[src/rtl/uart_tx.sv]
// 8N1 UART transmitter with a small power-of-two transmit FIFO.
// A new frame starts straight from the stop bit when more data is queued.
module uart_tx #(
  parameter int unsigned BAUD       = 115200,
  parameter int unsigned FIFO_DEPTH = 4
) (
  input  logic       clk,
  input  logic       rst,
  input  logic [7:0] data,
  input  logic       data_valid,
  output logic       data_ready,
  output logic       tx,
  output logic       busy
);

  localparam int unsigned FREQUENCY_IN_HZ = 100_000_000;
  localparam int unsigned BAUD_COUNT      = FREQUENCY_IN_HZ / BAUD;
  localparam int unsigned CntW = (BAUD_COUNT > 2) ? $clog2(BAUD_COUNT) : 1;
  localparam int unsigned PtrW = (FIFO_DEPTH > 2) ? $clog2(FIFO_DEPTH) : 1;
  localparam logic [CntW-1:0] CycLast   = CntW'(BAUD_COUNT - 1);
  localparam logic [PtrW:0]   CountFull = (PtrW + 1)'(FIFO_DEPTH);

  typedef enum logic [1:0] {StIdle, StStart, StData, StStop} state_e;

  state_e            state_q, state_d;
  logic [7:0]        shift_q, shift_d;
  logic [2:0]        bit_cnt_q, bit_cnt_d;
  logic [CntW-1:0]   cyc_q, cyc_d;
  logic              tx_q, tx_d;
  logic [PtrW-1:0]   wr_ptr_q, wr_ptr_d;
  logic [PtrW-1:0]   rd_ptr_q, rd_ptr_d;
  logic [PtrW:0]     count_q, count_d;
  logic [7:0]        mem_q [FIFO_DEPTH];

  logic push, pop, full, empty, bit_done;

  assign full       = (count_q == CountFull);
  assign empty      = (count_q == '0);
  assign data_ready = !full;
  assign push       = data_valid && !full;
  assign bit_done   = (cyc_q == CycLast);
  assign busy       = (state_q != StIdle) || !empty;
  assign tx         = tx_q;

  // FIFO bookkeeping; pointers wrap naturally because depth is a power of two.
  always_comb begin
    wr_ptr_d = push ? wr_ptr_q + 1'b1 : wr_ptr_q;
    rd_ptr_d = pop  ? rd_ptr_q + 1'b1 : rd_ptr_q;
    count_d  = count_q;
    case ({push, pop})
      2'b10:   count_d = count_q + 1'b1;
      2'b01:   count_d = count_q - 1'b1;
      default: count_d = count_q;
    endcase
  end

  always_comb begin
    state_d   = state_q;
    shift_d   = shift_q;
    bit_cnt_d = bit_cnt_q;
    cyc_d     = cyc_q;
    pop       = 1'b0;
    unique case (state_q)
      StIdle: begin
        if (!empty) begin
          pop       = 1'b1;
          shift_d   = mem_q[rd_ptr_q];
          bit_cnt_d = '0;
          cyc_d     = '0;
          state_d   = StStart;
        end
      end
      StStart: begin
        if (bit_done) begin
          cyc_d   = '0;
          state_d = StData;
        end else begin
          cyc_d = cyc_q + 1'b1;
        end
      end
      StData: begin
        if (bit_done) begin
          cyc_d     = '0;
          shift_d   = {1'b0, shift_q[7:1]};
          bit_cnt_d = bit_cnt_q + 3'd1;
          if (bit_cnt_q == 3'd7) state_d = StStop;
        end else begin
          cyc_d = cyc_q + 1'b1;
        end
      end
      StStop: begin
        if (bit_done) begin
          cyc_d = '0;
          if (!empty) begin
            pop       = 1'b1;
            shift_d   = mem_q[rd_ptr_q];
            bit_cnt_d = '0;
            state_d   = StStart;
          end else begin
            state_d = StIdle;
          end
        end else begin
          cyc_d = cyc_q + 1'b1;
        end
      end
      default: state_d = StIdle;
    endcase
  end

  // Line level is derived from the next state so tx comes straight off a flop.
  always_comb begin
    tx_d = 1'b1;
    case (state_d)
      StStart: tx_d = 1'b0;
      StData:  tx_d = shift_d[0];
      default: tx_d = 1'b1;
    endcase
  end

  always_ff @(posedge clk) begin
    if (push) mem_q[wr_ptr_q] <= data;
  end

  always_ff @(posedge clk) begin
    if (!rst) begin
      state_q   <= StIdle;
      shift_q   <= '0;
      bit_cnt_q <= '0;
      cyc_q     <= '0;
      tx_q      <= 1'b1;
      wr_ptr_q  <= '0;
      rd_ptr_q  <= '0;
      count_q   <= '0;
    end else begin
      state_q   <= state_d;
      shift_q   <= shift_d;
      bit_cnt_q <= bit_cnt_d;
      cyc_q     <= cyc_d;
      tx_q      <= tx_d;
      wr_ptr_q  <= wr_ptr_d;
      rd_ptr_q  <= rd_ptr_d;
      count_q   <= count_d;
    end
  end

endmodule

[config.mk]
export PLATFORM = sky130hd
export DESIGN_NAME = uart_tx
export DESIGN_NICKNAME = d
export VERILOG_FILES = /design/src/rtl/uart_tx.sv
export SDC_FILE = /design/constraint.sdc
export NUM_CORES = 1
export LEC_CHECK = 0
export CORE_UTILIZATION = 48
export CTS_BUF_LIST = sky130_fd_sc_hd__clkbuf_16
export DETAILED_ROUTE_END_ITERATION = 10
export GPL_ROUTABILITY_DRIVEN = 0
export GPL_TIMING_DRIVEN = 0
export HOLD_SLACK_MARGIN = 0.15
export PLACE_DENSITY = 0.66
export SYNTH_ARGS = -nofsm -noshare
export SYNTH_HDL_FRONTEND = slang
export SYNTH_SLANG_ARGS = --single-unit
[constraint.sdc]
create_clock -name clk -period 3 [get_ports clk]
set_input_delay 0.6 -clock clk [delete_from_list [all_inputs] [get_ports clk]]
set_output_delay 0.6 -clock clk [all_outputs]
set_load 0.03 [all_outputs]
==> results of run 1 <==
## layout make-up
type	count	area [sq um]	area share, %
inverter	13	48.80	1.316
clock buffer	9	225.2	6.073
timing repair buffer	15	141.4	3.812
multi-input combinational	186	1443	38.90
clock inverter	6	83.83	2.260
buffer	11	47.55	1.282
sequential	65	1623	43.76
tap	77	96.34	2.598
## repair_timing
action / CTS / global route
hold buffers: 0 / 0
cloned: 0 / 0
pin swaps: 2 / 0
buffers inserted: 2 / 1
endpoints found under the setup margin: 2 / 1
gates resized for setup: 6 / 4
hold endpoints to repair: 0 / 0
## final timing paths
kind | startpoint | to | slack (ns) | depth (start not counted)
worst max-delay path | cyc_q[1] | count_q[2] | 0.20 | 11
worst min-delay path | shift_q[1] | shift_q[1] | 0.48 | 2
worst min register to register | shift_q[1] | shift_q[1] | 0.48 | 2
worst max register to register | cyc_q[1] | count_q[2] | 0.20 | 11
## cell usage after synthesis (8+ instances only)
library cell and count:
ha_1 12, clkbuf_1 9, nor3_1 9, and3_1 9, nor2_1 16, edfxtp_1 32
o21ai_0 10, dfxtp_1 33, nand2_1 22, mux4_2 8, and2_1 10, a21oi_1 8
inv_1 13
## cell families (layout without fill, tap and decap cells)
logic type / Yosys count / in the layout
mux: 10 / 10
fa+ha+maj: 13 / 13
simple gates: 100 / 100
compound gates: 59 / 59
xor+xnor: 4 / 4
flops: 65 / 65
buf+inv: 25 / 54
## cells in the final DEF (no fill, tap or decap), types with 7 or more instances in the layout
| cell type | count |
|---|---|
| nor3_1 | 9 |
| mux4_2 | 8 |
| o21ai_0 | 10 |
| nor2b_1 | 7 |
| nand2_1 | 22 |
| clkdlybuf4s50_1 | 11 |
| a21oi_1 | 8 |
| ha_1 | 9 |
| inv_1 | 14 |
| and3_1 | 9 |
| dfxtp_1 | 32 |
| clkbuf_1 | 8 |
| and2_1 | 10 |
| nor2_1 | 15 |
| clkbuf_16 | 9 |
| edfxtp_1 | 32 |
## worst register-to-register path: cells and delay by family (launching register included)
kind                     cells  cell delay (ns)
AO/OA/AOI/OAI                2             0.28
flip-flops                   1             0.41
AND/OR/NAND/NOR              3             0.86
adder cells (fa/ha/maj)      3             0.80
XOR/XNOR                     1             0.16
buffers and inverters        2             0.23
## power groups by stage
stage / Sequential, uW / Clock, uW / Combinational (uW)
global placement: 1170 / 0 / 1070
floorplan: 1160 / 0 / 824
global route: 1170 / 1150 / 1250
detailed placement: 1170 / 0 / 1090
finish: 1150 / 1100 / 1130
CTS: 1150 / 1110 / 1120
## routing by layer
| layer | vias up | track usage (%) | routed length (um) |
|---|---|---|---|
| met5 | - | 0 | 0 |
| met4 | 0 | 11.21 | 137 |
| met3 | 14 | 5.275 | 212 |
| met2 | 44 | 29.51 | 2821 |
| met1 | 1025 | 25.64 | 2824 |
| li1 | 1082 | - | - |
## stage by stage
stage               instance area (sq um)  hold WS, ns  total power, uW  setup WS (ns)
finish                               3709       0.4784             3380         0.2033
global route                         3709       0.5145             3578        0.03662
CTS                                  3679       0.4813             3382        0.07139
detailed placement                   3343       0.4738             2258       -0.06863
global placement                     3343       0.4668             2237       -0.06213
floorplan                            3127       0.4489             1984         0.3360
## sequential cells by signal, summed over array words and instances (netlist names), named ones only
signal,count
shift_q,8
cyc_q,10
rd_ptr_q,2
bit_cnt_q,3
wr_ptr_q,2
mem_q,32
count_q,3
tx,1
state_q,2
==> results by group, run 1 <==
Outcome
  • Status: finished, final reports clean

Synth
  • Number of synthesized flops with an enable pin: 32
  • Synth Area in Adders: 5.442%
  • Share of the synthesized area in the top cell type: 30.73%
  • Synth top area cells: edfxtp_1 (31%), dfxtp_1 (21%), mux4_2 (5.8%)
  • Sequential area share after synthesis: 51.86%
  • Leading area contributor after synthesis: edfxtp_1
  • Mapped Cells: 276
  • Synthesized area: 0.003127 sq mm
  • Synth warn: 0
  • Post-synth ARST share: 0%
  • Main flop type after synthesis: dfxtp_1
  • Multiplexer share of the synthesized area: 6.403%
  • Simple-Gate Fraction of Synth Area: 17.81%
  • Post-Syn Nets: 300
  • Netlist cell types: 50
  • Largest family of logic cells by synthesized area: simple AND/OR/NAND/NOR gates
  • Synth Area in Compound Gates: 14.25%
  • Synth Area in XOR/XNOR: 1.120%
  • Seq cells post-synth: 65
  • Synth Area per Inst: 11.33 sq um

Clock network
  • Root buffer cell: clkbuf_16
  • Clock-pin slew on the worst setup and hold paths: 0.05 ns
  • H-tree depth: 3
  • Cts bufs inserted: 9
  • TritonCTS clock tree: yes
  • Num Clock Sinks: 65
  • Clock buffer depth: 2
  • Clock latency on the worst-skew pair: 0.33 ns

Pwr
  • Pleak: 0.001348 uW
  • NetSw: 1114 uW
  • Pint: 2266 uW
  • Gate power share: 33.3%
  • Sequential power share: 34.1%
  • Power Dens Cells: 911.4 mW/mm^2
  • Worst VDD drop: 0.0005702 V
  • Clk pwr share: 32.5%
  • Switching part of the total: 32.95%

STA
  • Fmax: 0.3576 GHz
  • Worst slew pin tran: 1.029 ns
  • Final Hold Fails: 0
  • Slew Limit Fails: 0
  • Final Cycle Share: 93.23%
  • Period minus WS final: 2.797 ns
  • RSZ-0062 raised after global routing: no
  • # setup viols final: 0
  • Setup TNS: 0 ns
  • Slew HR: 30.87%
  • Worst clock skew: 0.007255 ns

Placed design
  • Placed Instances: 365
  • IO buf count: 12
  • HPWL Detailed: 4.037 mm

Detailed routing
  • Final wirelength: 5.995 mm
  • DRT antenna net count: 0
  • Vias: 2165
  • DR WL/cell: 15.69 um
  • Initial DRC Count: 190
  • DRC Markers: 0
  • Vias per Instance: 5.668
  • DRT Pass-1 Iters: 4

Global routing
  • First-pass GRT wire length: 9.597 mm
  • Vias in the first global route: 1997
  • Initial antenna violation count: 0
  • Grt ovf: 0
  • Largest net degree at the start of global routing: 12
  • Total Routing Usage GR: 19.69%

Die
  • I/O Pins: 14
  • Die W: 82.71 um
  • Core area: 0.006314 sq mm
  • DIE AREA: 0.006841 sq mm
  • Initial Util: 49.52%
  • Row cnt: 29
  • Chip height: 82.71 um

Worst setup path
  • Worst setup SP type: flip-flop
  • Crit path arrival time: 3.05 ns
  • Crit-path cells: ha_4, nor4bb_4, buf_4, a41oi_4, nor3_4, ha_2, inv_1, fa_1, xor2_1, or3_1, a21boi_0
  • CP endpoint kind: flip-flop
  • Crit path max-delay cell type: dfxtp_1
  • CP required: 3.26 ns
  • Critical path class: flip-flop to flip-flop
  • Crit-path leading delay family: simple AND/OR/NAND/NOR gates
  • CP max stage delay: 0.41 ns
  • Max FO, Critical Path: 5
  • Buf/Inv on CP: 2

Finish
  • Final nets: 325
  • Area Overhead vs Synth: 18.61%
  • Final Util: 58.74%
  • Finished Layout Cells: 382
  • Layout cells sized above 1: 14.10%
  • Antenna diode count: 0
  • FILL cells: 517

Worst hold path
  • Class of the worst hold path: flip-flop to flip-flop

Flow run
  • Max-cap violations: 0
No activity file was read; power rests on OpenSTA's default activity.
==> run 2, diff against run 1 <==
SLEW_MARGIN = 20   (was not set)
==> results of run 2 <==
The final DEF is identical to that of run 1; final timing and power are the same.
==> run 3, diff against run 2 <==
PLACE_DENSITY = 0.68   (was 0.66)
TNS_END_PERCENT = 30   (was not set)
clock period = 2.4 ns   (was 3 ns; I/O delays follow)
==> results by group, run 3 (synthesis gave the netlist of run 1 again) <==
Detailed routing
  • Initial DRC Count: 202 (+6.3%)
  • DR WL/cell: 15.84 um (+0.90%)
  • Vias: 2178 (+0.60%)
  • Final wirelength: 6.065 mm (+1.2%)
  • DRC Markers: 0 (unchanged)
  • DRT Pass-1 Iters: 4 (unchanged)
  • DRT antenna net count: 0 (unchanged)
  • Vias per Instance: 5.687 (+0.34%)

STA
  • Hold slack final: 0.4865 ns (+0.008128 ns)
  • Worst slew pin tran: 0.5836 ns (-0.4454 ns)
  • Slew Limit Fails: 0 (unchanged)
  • Final setup margin: -0.04445 ns (-0.2477 ns)
  • Final Hold Fails: 0 (unchanged)
  • Final Cycle Share: 101.9% (+8.6 points)
  • Setup TNS: -0.04445 ns (-0.04445 ns)
  • Slew HR: 60.88% (+30 points)
  • Fmax: 0.4091 GHz (+14%)
  • Worst clock skew: 0.007801 ns (+0.0005459 ns)
  • RSZ-0062 raised after global routing: yes
  • # setup viols final: 1 (+1)
  • Period minus WS final: 2.444 ns (-0.3523 ns)

Placed design
  • HPWL Detailed: 4.219 mm (+4.5%)
  • IO buf count: 12 (unchanged)
  • Setup Slack @ Placement: -0.4024 ns (-0.3338 ns)

Finish
  • Area Overhead vs Synth: 19.41%
  • Final nets: 325 (unchanged)
  • FILL cells: 533 (+3.1%)
  • Final Util: 59.14% (+0.40 points)
  • Commonest non-fill, non-tap cell in the layout: edfxtp_1
  • Most frequent cells in the layout: edfxtp_1 (32), dfxtp_1 (28), nand2_1 (22)
  • Antenna diode count: 0 (unchanged)
  • Max reg flops: 32 (unchanged)
  • Largest regs: mem_q x32, cyc_q x10, shift_q x8
  • Top reg by flops: mem_q
  • Layout cells sized above 1: 18.63% (+4.5 points)

Worst setup path
  • CP endpoint kind: flip-flop
  • Crit-path cells: ha_4, nor4bb_4, buf_4, a41oi_4, nor3_4, ha_2, inv_2, fa_2, xor2_1, or3_1, a21boi_2
  • CP max stage delay: 0.37 ns (-0.04 ns)
  • Max FO, Critical Path: 5 (unchanged)
  • R2R depth: 11 (unchanged)
  • CP required: 2.67 ns (-0.59 ns)
  • Critical path class: flip-flop to flip-flop
  • Crit path arrival time: 2.71 ns (-0.34 ns)
  • Crit path max-delay cell type: dfxtp_4
  • Worst setup SP type: flip-flop

Global routing
  • Met1 Use GR: 25.56% (-0.072 points)
  • Met2 GRT Util: 31.80% (+2.3 points)
  • Grt ovf: 0 (unchanged)
  • Total Routing Usage GR: 19.93% (+0.24 points)
  • Met3 GRT Util: 4.945% (-0.33 points)
  • Busiest layer in global routing: met2
  • Largest net degree at the start of global routing: 14 (+2)
  • Initial antenna violation count: 0 (unchanged)
  • First-pass GRT wire length: 9.804 mm (+2.2%)
  • Vias in the first global route: 2032 (+1.8%)

Worst hold path
  • Class of the worst hold path: flip-flop to flip-flop
  • Hold depth: 2 (unchanged)

Outcome
  • Status: finished with violations
  • Failing checks: negative setup slack

Pwr
  • Gate power share: 34.5% (+1.2 points)
  • Total power draw: 4182 uW (+24%)
  • Power Dens Cells: 1120 mW/mm^2 (+23%)
  • NetSw: 1413 uW (+27%)
  • Clk pwr share: 30.8% (-1.7 points)
  • Worst VDD drop: 0.0006617 V (+16%)
  • Pint: 2770 uW (+22%)
  • Pleak: 0.001343 uW (-0.36%)
  • Sequential power share: 34.7% (+0.6 points)
  • Switching part of the total: 33.77% (+0.82 points)

Clock network
  • TritonCTS clock tree: yes
  • Clock-pin slew on the worst setup and hold paths: 0.06 ns (about the same)
  • Hold_buf cts: 0 (unchanged)
  • Cts bufs inserted: 9 (unchanged)
  • Clock latency on the worst-skew pair: 0.33 ns (about the same)
  • Clock buffer depth: 2 (unchanged)
  • Num Clock Sinks: 65 (unchanged)
  • Root buffer cell: clkbuf_16
  • H-tree depth: 3 (unchanged)

Die
  • Chip height: 82.71 um (unchanged)
  • I/O Pins: 14 (unchanged)
  • Core area: 0.006314 sq mm (unchanged)
  • Row cnt: 29 (unchanged)
  • Initial Util: 49.52% (unchanged)
  • DIE AREA: 0.006841 sq mm (unchanged)
  • Die W: 82.71 um (unchanged)

Flow run
  • Max-cap violations: 0 (unchanged)
## run 3: worst paths after layout
| check | startpoint | to | slack (ns) |
|---|---|---|---|
| setup / recovery | cyc_q[1] | count_q[2] | -0.04 |
| setup reg to reg | cyc_q[1] | count_q[2] | -0.04 |
| hold / removal | shift_q[1] | shift_q[1] | 0.49 |
| hold reg to reg | shift_q[1] | shift_q[1] | 0.49 |
## run 3: critical path: cells and delay by family (launching register included)
family / cells / cell delay (ns)
adder cells (fa/ha/maj): 3 / 0.72
XOR/XNOR: 1 / 0.15
AND/OR/NAND/NOR: 3 / 0.71
flip-flops: 1 / 0.37
AO/OA/AOI/OAI: 2 / 0.24
buffers and inverters: 2 / 0.20
## run 3: layout make-up
type                            count  area (sq um)  share of cell area [%]
Sequential cell                    65          1633                   43.73
Buffer                             11         51.30                   1.374
Multi-Input combinational cell    186          1463                   39.18
Clock buffer                        9         225.2                   6.032
Tap cell                           77         96.34                   2.580
Clock inverter                      7         76.32                   2.044
Timing Repair Buffer               15         140.1                   3.753
Inverter                           13         48.80                   1.307
## run 3: stage by stage
step | cell area [sq um] | instances
4_1_cts | 3722 | 383
2_1_floorplan | 3148 | 276
3_5_place_dp | 3364 | 365
3_3_place_gp | 3364 | 365
5_1_grt | 3734 | 383
6_report | 3734 | 383
## run 3: layer usage
layer | part of all wire (%) | vias to the layer above
met3 | 2.7 | 5
met1 | 46 | 1054
li1 | - | 1088
met4 | 1.1 | 0
met5 | 0 | -
met2 | 50 | 31
## run 3: power by group through the flow
| stage | clock [uW] | combinational (uW) | sequential, uW |
|---|---|---|---|
| floorplan | 0 | 1040 | 1450 |
| finish | 1290 | 1440 | 1450 |
| global route | 1370 | 1600 | 1470 |
| CTS | 1320 | 1420 | 1450 |
| global placement | 0 | 1340 | 1460 |
| detailed placement | 0 | 1370 | 1470 |
## run 3: timing repair
item	in CTS	in global routing
pin swaps	3	0
buffers inserted	3	0
setup endpoints to repair	3	3
gates resized for setup	17	7
